File: src/rtl/uart_keyword_ctrl.sv
// Watches the UART RX byte stream for a keyword and, on a full match, issues a
// fixed-width reset request followed by a hold-off window that discards bytes.
module uart_keyword_ctrl #(
  parameter int                   KEY_LEN     = 6,
  parameter logic [8*KEY_LEN-1:0] KEYWORD     = 48'h496E636F7272,
  parameter int                   TIMEOUT_CYC = 1000000,
  parameter int                   PULSE_LEN   = 4,
  parameter int                   HOLDOFF_CYC = 100
) (
  input  logic       clk,
  input  logic       rst_n,
  input  logic       rx_valid,
  input  logic [7:0] rx_data,
  input  logic       arm,
  output logic       reset_req,
  output logic [2:0] match_cnt,
  output logic       busy,
  output logic [7:0] hits
);

  localparam int TW        = (TIMEOUT_CYC > 0) ? $clog2(TIMEOUT_CYC + 1) : 1;
  localparam int PHASE_MAX = (PULSE_LEN > HOLDOFF_CYC) ? PULSE_LEN : HOLDOFF_CYC;
  localparam int PW        = $clog2(PHASE_MAX + 1);

  localparam logic [TW-1:0] TIMEOUT_VAL = TW'(TIMEOUT_CYC);
  localparam logic [PW-1:0] PULSE_LAST  = PW'(PULSE_LEN - 1);
  localparam logic [PW-1:0] HOLD_LAST   = PW'((HOLDOFF_CYC > 0) ? HOLDOFF_CYC - 1 : 0);
  localparam logic [3:0]    KEY_LEN_V   = 4'(KEY_LEN);

  typedef enum logic [1:0] {
    S_IDLE,
    S_MATCH,
    S_FIRE,
    S_HOLDOFF
  } state_t;

  state_t        state_q, state_d;
  logic [2:0]    match_cnt_q, match_cnt_d;
  logic [TW-1:0] idle_q, idle_d;
  logic [PW-1:0] phase_q, phase_d;
  logic          reset_req_q, reset_req_d;
  logic          busy_q, busy_d;
  logic [7:0]    hits_q, hits_d;

  logic          timeout_hit;
  logic [2:0]    base_cnt;
  logic [3:0]    next_cnt;

  // Keyword bytes in stream order; unused slots are never indexed.
  logic [7:0] kw_byte [8];
  for (genvar gi = 0; gi < 8; gi++) begin : g_kw
    if (gi < KEY_LEN) begin : g_used
      assign kw_byte[gi] = KEYWORD[8*(KEY_LEN-1-gi) +: 8];
    end else begin : g_unused
      assign kw_byte[gi] = 8'h00;
    end
  end

  always_comb begin
    state_d     = state_q;
    match_cnt_d = match_cnt_q;
    idle_d      = idle_q;
    phase_d     = phase_q;
    reset_req_d = reset_req_q;
    busy_d      = busy_q;
    hits_d      = hits_q;

    // A byte landing on the timeout cycle is judged as the start of a new attempt.
    timeout_hit = (TIMEOUT_CYC != 0) && (state_q == S_MATCH) && (idle_q == TIMEOUT_VAL);
    base_cnt    = timeout_hit ? 3'd0 : match_cnt_q;
    next_cnt    = {1'b0, base_cnt} + 4'd1;

    case (state_q)
      S_IDLE, S_MATCH: begin
        if (!arm) begin
          state_d     = S_IDLE;
          match_cnt_d = '0;
          idle_d      = '0;
        end else begin
          if (timeout_hit) begin
            state_d     = S_IDLE;
            match_cnt_d = '0;
            idle_d      = '0;
          end else if (state_q == S_MATCH && TIMEOUT_CYC != 0) begin
            idle_d = idle_q + TW'(1);
          end

          if (rx_valid) begin
            idle_d = '0;
            if (rx_data == kw_byte[base_cnt]) begin
              if (next_cnt == KEY_LEN_V) begin
                state_d     = S_FIRE;
                match_cnt_d = '0;
                phase_d     = '0;
                reset_req_d = 1'b1;
                busy_d      = 1'b1;
                if (hits_q != 8'hFF) begin
                  hits_d = hits_q + 8'd1;
                end
              end else begin
                state_d     = S_MATCH;
                match_cnt_d = next_cnt[2:0];
              end
            end else if (rx_data == kw_byte[0]) begin
              state_d     = S_MATCH;
              match_cnt_d = 3'd1;
            end else begin
              state_d     = S_IDLE;
              match_cnt_d = '0;
            end
          end
        end
      end

      S_FIRE: begin
        if (phase_q == PULSE_LAST) begin
          reset_req_d = 1'b0;
          phase_d     = '0;
          if (HOLDOFF_CYC == 0) begin
            state_d = S_IDLE;
            busy_d  = 1'b0;
          end else begin
            state_d = S_HOLDOFF;
          end
        end else begin
          phase_d = phase_q + PW'(1);
        end
      end

      S_HOLDOFF: begin
        if (phase_q == HOLD_LAST) begin
          state_d = S_IDLE;
          busy_d  = 1'b0;
          phase_d = '0;
        end else begin
          phase_d = phase_q + PW'(1);
        end
      end

      default: begin
        state_d     = S_IDLE;
        match_cnt_d = '0;
        idle_d      = '0;
        phase_d     = '0;
        reset_req_d = 1'b0;
        busy_d      = 1'b0;
      end
    endcase
  end

  always_ff @(posedge clk or negedge rst_n) begin
    if (!rst_n) begin
      state_q     <= S_IDLE;
      match_cnt_q <= '0;
      idle_q      <= '0;
      phase_q     <= '0;
      reset_req_q <= 1'b0;
      busy_q      <= 1'b0;
      hits_q      <= '0;
    end else begin
      state_q     <= state_d;
      match_cnt_q <= match_cnt_d;
      idle_q      <= idle_d;
      phase_q     <= phase_d;
      reset_req_q <= reset_req_d;
      busy_q      <= busy_d;
      hits_q      <= hits_d;
    end
  end

  assign reset_req = reset_req_q;
  assign match_cnt = match_cnt_q;
  assign busy      = busy_q;
  assign hits      = hits_q;

endmodule

File: config.mk
export PLATFORM = sky130hd
export DESIGN_NAME = uart_keyword_ctrl
export DESIGN_NICKNAME = d
export VERILOG_FILES = /design/src/rtl/uart_keyword_ctrl.sv
export SDC_FILE = /design/constraint.sdc
export NUM_CORES = 1
export LEC_CHECK = 0
export ABC_CLOCK_PERIOD_IN_PS = 4800
export BUFFER_PORTS_ARGS = -buffer_cell sky130_fd_sc_hd__buf_2
export CORE_MARGIN = 8
export CORE_UTILIZATION = 55
export DETAILED_ROUTE_END_ITERATION = 8
export PLACE_DENSITY = 0.75
export REMOVE_ABC_BUFFERS = 1
export SETUP_SLACK_MARGIN = 0.5
export SLEW_MARGIN = 20
export SYNTH_ARGS = -nofsm -noshare
export SYNTH_HDL_FRONTEND = slang
export SYNTH_SLANG_ARGS = --single-unit
File: constraint.sdc
create_clock -name clk -period 4.8 [get_ports clk]
set_clock_uncertainty 0.2 [all_clocks]
set_input_delay 0.96 -clock clk [delete_from_list [all_inputs] [get_ports clk]]
set_output_delay 0.96 -clock clk [all_outputs]
set_load 0.03 [all_outputs]
Word-level counts from Yosys, hierarchy flattened
Memory sizes are Yosys's and may differ from the RTL's.
Cells that the tools add are included.
{"block": "op_classes", "add_sub_neg": 4, "multipliers": 0, "n_div": 0, "magnitude_cmp": 1, "n_eq_ne": 18, "shift": 0, "n_mux": 36, "n_bitwise": 1, "n_reduce_logical": 11}
{"op": "2-to-1 mux 20 bit", "count": 4}
{"op": "2-to-1 mux 7 bit", "count": 6}
{"op": "case mux 7 bit (3 select lines)", "count": 1}
{"op": "adder 20 x 1 -> 20 bit, second input constant", "count": 1}
{"op": "== test 20 bit, second input constant", "count": 1}
{"op": "AND reduction 6 bit", "count": 3}
{"op": "2-to-1 mux 8 bit", "count": 2}
{"op": "2-to-1 mux 3 bit", "count": 5}
{"op": "2-to-1 mux 2 bit", "count": 7}
{"op": "inequality test 2 bit, second input constant", "count": 6}
{"op": "adder 8 x 1 -> 8 bit, second input constant", "count": 1}
{"op": "== test 8 x 7 -> 1 bit, second input constant", "count": 1}
{"op": "== test 8 bit", "count": 1}
{"op": "2-to-1 mux 1 bit", "count": 8}
{"op": "inequality test 8 bit, second input constant", "count": 1}
{"op": "adder 7 x 1 -> 7 bit, second input constant", "count": 1}
{"op": "== test 7 x 2 -> 1 bit, second input constant", "count": 1}
{"op": "== test 7 bit, second input constant", "count": 1}
{"op": "case mux 2 bit (3 select lines)", "count": 1}
{"op": "adder 3 x 1 -> 4 bit, second input constant", "count": 1}
{"op": "== test 2 bit, second input constant", "count": 2}
{"op": "== test 4 x 3 -> 1 bit, second input constant", "count": 1}
{"op": ">= comparator 4 bit, second input constant", "count": 1}
{"op": "inequality test 4 x 2 -> 1 bit, second input constant", "count": 1}
{"op": "other kinds (11)", "count": 13}
{"block": "word_totals", "regBits": 42, "latchBits": 0, "mem_bits_rw": 0, "mem_bits_ro": 64, "input_bits": 12, "out_inout_bits": 13, "word_cells": 79, "n_memories": 1}
{"memory": "(name not given)", "words": 8, "word_bits": 8, "read_ports": 1, "rd_clocked_by_memory_dff": 0, "wr": 0, "line_no": "90", "text": "if (rx_data == kw_byte[base_cnt]) begin"}

Depth between registers and ports, before layout
Gate-level depths: netlist of the first run.
{"block": "logic_depth", "depth_word": 12, "depth_mapped": 16, "ltp_nobuf": 14}

Worst setup path after synthesis of the first run
No wires, ideal clock.
{"block": "synth_timing", "path_kind": "flip-flop to flip-flop", "start": "reg idle_q[0]", "end": "reg hits_q[1] (netlist: hits[1])", "setup_ps": 125, "arrival_time_ps": 3092, "required_ps": 4475, "setup_slack_ps": 1383, "stages_incl_launch_ff": 15, "n_path_buf": 2, "period_less_slack_ps": 3417, "cell_sequence": "dfrtp_1 > inv_1 > ha_1 > nor4b_2 > nand3_1 > or3_1 > buf_2 > and2_1 > ha_1 > xor2_1 > nand3_1 > or4_1 > buf_4 > nor2_2 > mux2_2"}
{"block": "synth_via", "elab_chain_len": 9, "word_cells_on_any_way": 11, "cone_classes": "add/sub: 1; eq/ne: 3; mux: 3; bitwise: 1; reduce/logical: 2; memory: 1"}
{"element": "from (decl)", "line_no": "39", "text": "logic [TW-1:0] idle_q, idle_d;"}
{"element": "from (signal assigned)", "line_no": "163", "text": "idle_q <= idle_d;"}
{"element": "== test 20 bit (*)", "line_no": "69", "text": "timeout_hit = (TIMEOUT_CYC != 0) && (state_q == S_MATCH) && (idle_q == TIMEOUT_VAL);"}
{"element": "logical AND 1 bit (*)", "line_no": "69"}
{"element": "2-to-1 mux 3 bit (*)"}
{"element": "inverter 3 -> 4 bit (implied by the code)", "line_no": "90"}
{"element": "memory (8 x 8 bit)"}
{"element": "2-to-1 mux 8 bit (implied by the code) (2 in a row)", "line_no": "90"}
{"element": "== test 8 bit", "line_no": "90"}
{"element": "AND reduction 6 bit (no line) (*)"}
{"element": "to (signal assigned)", "line_no": "167", "text": "hits_q <= hits_d;"}
{"element": "to (decl)", "line_no": "43", "text": "logic [7:0] hits_q, hits_d;"}
Every way passes the cells marked *; elsewhere a longest branch is shown, timed or not. The select of a mux whose other input is x is not followed.
A chain may end at the register's enable or synchronous reset.

Final worst setup path of the first run
Ends and elaborated chain as after synthesis.

==> results of run 1 <==
==> worst max-delay path, stage by stage, from the launching register on <==
cell and delay (ns):
dfrtp_1 0.43, inv_1 0.08, ha_1 0.13, nor4b_2 0.21, nand3_1 0.10, or3_1 0.51, and2_1 0.24, ha_1 0.24
xor2_1 0.15, nand3_1 0.15, or4_1 0.73, nor2_2 0.21, mux2_2 0.34
==> cells in the final DEF (no fill, tap or decap), drive strengths merged, types with 5 or more instances in the layout <==
cell type  Yosys  routed
clkbuf         4       5
buf            4      26
nand4          6       6
nand2         28      28
nor3b          5       5
and3           9       9
xor2          18      18
a31oi          7       7
dfrtp         42      42
inv           12      13
nor2          20      20
nand2b         9       9
nor3          11      11
ha             6       6
nand3         22      22
o21ai         19      19
a21oi          9       9
or3            6       6
==> layer usage <==
metal / routed length [µm] / global-route usage [%]
met5: 0 / 0
met1: 2495 / 20.25
met2: 2812 / 27.49
met3: 183 / 3.610
met4: 57 / 4.531
==> registers in the layout, indices dropped and copies added (netlist names) <==
| signal | count |
|---|---|
| idle_q | 20 |
| hits | 8 |
| phase_q | 7 |
| match_cnt | 3 |
| state_q | 2 |
| busy | 1 |
| reset_req | 1 |
==> layout make-up <==
type	count	area (µm²)
clock inverters	3	25.02
multi-input cells	223	1464
repair buffers	26	135.1
flip-flops and latches	42	1051
fillers	409	1773
clock buffers	5	68.82
inverters	12	45.04
well taps	54	67.56
==> through the flow <==
step / worst slack (ns) / instance area, µm² / power, mW / cells
floorplan: 1.270 / 2560 / 0.3788 / 277
finish: 0.9699 / 2856 / 0.6328 / 365
global route: 0.7371 / 2856 / 0.6550 / 365
CTS: 1.000 / 2856 / 0.6382 / 365
detailed placement: 1.014 / 2763 / 0.3978 / 357
global placement: 1.084 / 2763 / 0.3975 / 357
==> synthesized netlist by cell type (all sizes together), types with 3 or more instances <==
cell,count
a21oi,9
a31oi,7
and3,9
buf,4
clkbuf,4
dfrtp,42
ha,6
inv,12
nand2,28
nand2b,9
nand3,22
nand4,6
nor2,20
nor2b,4
nor3,11
nor3b,5
nor4,4
nor4b,4
o21ai,19
o31ai,3
or3,6
xnor2,3
xor2,18
==> power by group through the flow <==
| stage | registers, mW | logic [mW] | clock network, mW |
|---|---|---|---|
| floorplan | 0.362 | 0.0165 | 0 |
| global placement | 0.362 | 0.0351 | 0 |
| detailed placement | 0.363 | 0.0353 | 0 |
| CTS | 0.355 | 0.0355 | 0.247 |
| global route | 0.356 | 0.0404 | 0.259 |
| finish | 0.355 | 0.0348 | 0.243 |
==> path summary, 6_finish.rpt <==
check,start,endpoint,slack (ns)
max,idle_q[0],hits[1],0.97
min,hits[7],hits[7],0.29
max reg2reg,idle_q[0],hits[1],0.97
min reg2reg,hits[7],hits[7],0.29
max in group asynchronous,rst_n,hits[1],3.25
min in group asynchronous,rst_n,idle_q[19],0.58
==> cell families after synthesis <==
logic type,after synthesis,synth area share (%)
AND/OR/NAND/NOR,139,31.52
adder cells (fa/ha/maj),6,2.887
AO/OA/AOI/OAI,54,13.57
multiplexers,3,1.251
flip-flops,42,40.42
buffers and inverters,20,3.272
XOR/XNOR,21,7.074
==> impl_metrics.tcl, run 1 <==
set metrics [dict create \
    outcome "finished, final reports clean" \
    yosys_warnings 0 \
    fin_setup_tns_ns 0 \
    ys_ff_latch 42 \
    die_x_um 84.76 \
    p_switching_mw 0.1629 \
    layout.nets 328 \
    cts_setup_buffers 0 \
    route.detailed.drc 0 \
    synth_top_area_share_pct 40.42 \
    maxCapViolations 0 \
    dr.pass1.iters 4 \
    antenna_found_initial 0 \
    clk_path_buf_depth 2 \
    grt-ovfl-total 0 \
    grt_pass1_wl_mm 9.604 \
    yosysUniqueCellTypes 53 \
    ys_top_cells_by_area "dfrtp_1 (40%), xor2_1 (6.1%), nand3_1 (4.2%), nand2_1 (4.0%), o21ai_0 (3.5%)" \
    numCtsBuffers 5 \
    p_comb_share_pct 5.5 \
    drive_gt1_share_pct 15.43 \
    grt_use_total_pct 16.28 \
    power.share.clock_pct 38.3 \
    grt_max_degree 43 \
    worstPathMaxFanout 10 \
    port_buffers 24 \
    core_um2 4629 \
    grt_pass1_vias 2040 \
    synth_edf_count 0 \
    rows 25 \
    ir_drop_mv 0.1453 \
    wl_per_cell_um 15.20 \
    switching_share_pct 25.74 \
    area_delta_synth_final_pct 9.865 \
    hold_depth 1 \
    cp.required_ns 4.79 \
    hpwlAfterDp_mm 4.074 \
    end_kind "flip-flop" \
    seq_area_frac_synth_pct 40.42 \
    synth_largest_area_cell "dfrtp_1" \
    antenna_cells 0 \
    fin_crit_ns 3.830 \
    insertion_delay_ns 0.30 \
    vias_per_cell 5.934 \
    synth_area_um2 2600 \
    ctsResizeCount 0 \
    setup_viol 0 \
    relSlewSlack_pct 39.40 \
    startpoint_type "flip-flop" \
    final_util_pct 61.70 \
    syn_inst 285 \
    min_period_over_period_pct 79.79 \
    drt-total-wl_mm 5.547 \
    start_util_pct 56.16 \
    p_per_area_nw_per_um2 221.5 \
    p_leak_nw 1.278 \
    hold_viol_final 0 \
    io_pins 25 \
    clk_pin_slew_worst_paths_ns 0.09 \
    worst_hold_path_type "flip-flop to flip-flop" \
    hold_slack_ns 0.2950 \
    cts_tree "built" \
    max_freq_mhz 261.1 \
    h-tree-depth 2 \
    hold_buffers 0 \
    avgSynthCellArea_um2 9.123 \
    rsz0062_at_grt "no" \
    ant_nets 0 \
    root_buffer "clkbuf_8" \
    fp.dieArea_um2 7183 \
    async_flop_share_pct 100.0 \
    gp_congestion 0.8304 \
    worstMarginPinSlew_ns 0.9090 \
    p_int_mw 0.4700 \
    via_count 2166 \
    critPathKind "flip-flop to flip-flop" \
    dr.first_iter.drc_count 131 \
    arrival_ns 3.82 \
    reg2reg_depth 12 \
    die_y_um 84.76 \
    seqPwrFrac_pct 56.2 \
    synth_ff_type "dfrtp_1" \
    slew_viol_final 0 \
    cts.sinks 42 \
]
(Power assumes the default switching activity.)
==> inputs of run 2 (changes only) <==
ABC_CLOCK_PERIOD_IN_PS = 3300   (was 4800)
CORE_UTILIZATION = 53   (was 55)
clock period = 3.3 ns   (was 4.8 ns; I/O delays follow)
==> impl_metrics.tcl, run 2 (same netlist as run 1, synthesis figures left out) <==
set metrics [dict create \
    io_pins 25 \
    numCtsBuffers 5 \
    min_period_over_period_pct 98.65 \
    die_x_um 86.04 \
    grt_pass1_wl_mm 10.36 \
    max_stage_delay_ns 0.52 \
    worst_hold_path_type "flip-flop to flip-flop" \
    path_cells "inv_2 > ha_4 > nor4b_4 > nand3_1 > or3_4 > and2_4 > inv_4 > ha_4 > nand2_2 > a21oi_2 > mux2i_1 > or4_4 > buf_6 > nor4b_4 > xor2_1" \
    p_per_area_nw_per_um2 283.6 \
    drt-total-wl_mm 6.092 \
    finalPower_mw 0.8982 \
    arrival_ns 3.27 \
    p_leak_nw 1.467 \
    rsz0062_at_grt "yes" \
    layout.nets 356 \
    grt-ovfl-total 0 \
    cts.sinks 42 \
    vias_per_cell 5.696 \
    max_freq_mhz 307.2 \
    cp.required_ns 3.32 \
    via_count 2301 \
    hold_viol_final 0 \
    maxCapViolations 0 \
    antenna_cells 0 \
    slew_viol_final 0 \
    fill_cells 396 \
    worstPathMaxFanout 5 \
    relSlewSlack_pct 37.25 \
    fin_crit_ns 3.256 \
    critPathKind "flip-flop to flip-flop" \
    cts_tree "built" \
    setup_viol 0 \
    worstMarginPinSlew_ns 0.9413 \
    core_um2 4723 \
    clk_path_buf_depth 2 \
    outcome "finished, final reports clean" \
    p_comb_share_pct 6.3 \
    area_delta_synth_final_pct 21.80 \
    grt_max_degree 43 \
    place_area_um2 2959 \
    switching_share_pct 22.67 \
    gp_congestion 0.8803 \
    cpMaxStageDelayCell "or4_4" \
    rows 25 \
    seqPwrFrac_pct 57.5 \
    antenna_found_initial 0 \
    final_cell_mix "dfrtp_1 (42), buf_4 (29), nand2_1 (26)" \
    fp.dieArea_um2 7403 \
    port_buffers 24 \
    layout_commonest_cell "dfrtp_1" \
    h-tree-depth 2 \
    dp_slack_ns -0.1863 \
    max_flop_register "idle_q" \
    p_int_mw 0.6946 \
    end_kind "flip-flop" \
    drive_gt1_share_pct 25.82 \
    design_area_um2 3167 \
    route.detailed.drc 0 \
    hpwlAfterDp_mm 4.433 \
    clk_pin_slew_worst_paths_ns 0.07 \
    dr.first_iter.drc_count 134 \
    p_switching_mw 0.2036 \
    insertion_delay_ns 0.29 \
    wl_per_cell_um 15.08 \
    grt_pass1_vias 2385 \
    dr.pass1.iters 6 \
    power.share.clock_pct 36.2 \
    grt_use_total_pct 17.04 \
    setup_ws_ns 0.04446 \
    startpoint_type "flip-flop" \
    ir_drop_mv 0.2036 \
    largest_reg_flops 20 \
    root_buffer "clkbuf_8" \
    die_y_um 86.04 \
    hold_buffers 0 \
    ant_nets 0 \
    start_util_pct 55.05 \
]
==> run 2: cell types whose count changed in the layout (fill, tap and decap cells not counted), sizes merged <==
cell      previous run  this run
buf                 26        54
clkbuf               5         6
clkinv               1         0
clkinvlp             1         0
inv                 13        12
==> run 2: final timing paths <==
| check | from | depth (start not counted) | to | slack, ns |
|---|---|---|---|---|
| max | idle_q[1] | 15 | hits[4] | 0.04 |
| min | hits[6] | 1 | hits[6] | 0.30 |
| max reg2reg | idle_q[1] | 15 | hits[4] | 0.04 |
| min reg2reg | hits[6] | 1 | hits[6] | 0.30 |
| max in group asynchronous | rst_n | 1 | reset_req | 2.01 |
| min in group asynchronous | rst_n | 1 | idle_q[6] | 0.31 |
==> run 2: power by group through the flow <==
| stage | Clock [mW] | Combinational [mW] | Sequential, mW |
|---|---|---|---|
| finish | 0.325 | 0.0567 | 0.517 |
| global route | 0.356 | 0.0631 | 0.517 |
| CTS | 0.332 | 0.0555 | 0.516 |
| detailed placement | 0 | 0.0543 | 0.527 |
| global placement | 0 | 0.0530 | 0.527 |
| floorplan | 0 | 0.0240 | 0.527 |
==> run 2: worst max-delay path: cells and delay by family (launching register included) <==
family	cells	cell delay (ns)
buffers and inverters	3	0.30
DFF	1	0.39
adders and majority gates	2	0.25
and+or+nand+nor	7	1.66
xor gates and xnor gates	1	0.15
AOI/OAI and AO/OA	1	0.13
muxes	1	0.10
==> run 2: final cells by class <==
type	count	area, µm²	share of cell area (%)
multi-input combinational	223	1553	49.03
clock buffer	6	82.58	2.608
sequential	42	1051	33.19
inverter	12	47.55	1.501
timing repair buffer	54	349.1	11.02
tap	67	83.83	2.647
==> run 2: metal layers <==
metal	routed length, µm	share of wire (%)	track usage [%]	up-vias
li1	-	-	-	1134
met1	2486	41	18.12	1128
met2	3370	55	31.84	30
met3	162	2.7	3.534	9
met4	73	1.2	6.529	0
met5	0	0	0	-
==> run 2: repair_timing <==
item | in CTS | in global routing
pin swaps | 6 | 8
endpoints found under the setup margin | 22 | 22
setup buffers | 1 | 3
gates resized for setup | 13 | 8
==> run 2: per-stage QoR <==
stage | std cells | TNS, ns | hold WS (ns) | util [%]
finish | 404 | 0 | 0.3004 | 67.05
global route | 404 | -0.8407 | 0.3075 | 67.05
CTS | 401 | 0 | 0.3065 | 65.93
detailed placement | 394 | -0.9594 | 0.2899 | 62.65
global placement | 394 | -0.08319 | 0.2727 | 62.65
floorplan | 277 | -0.6603 | 0.1644 | -
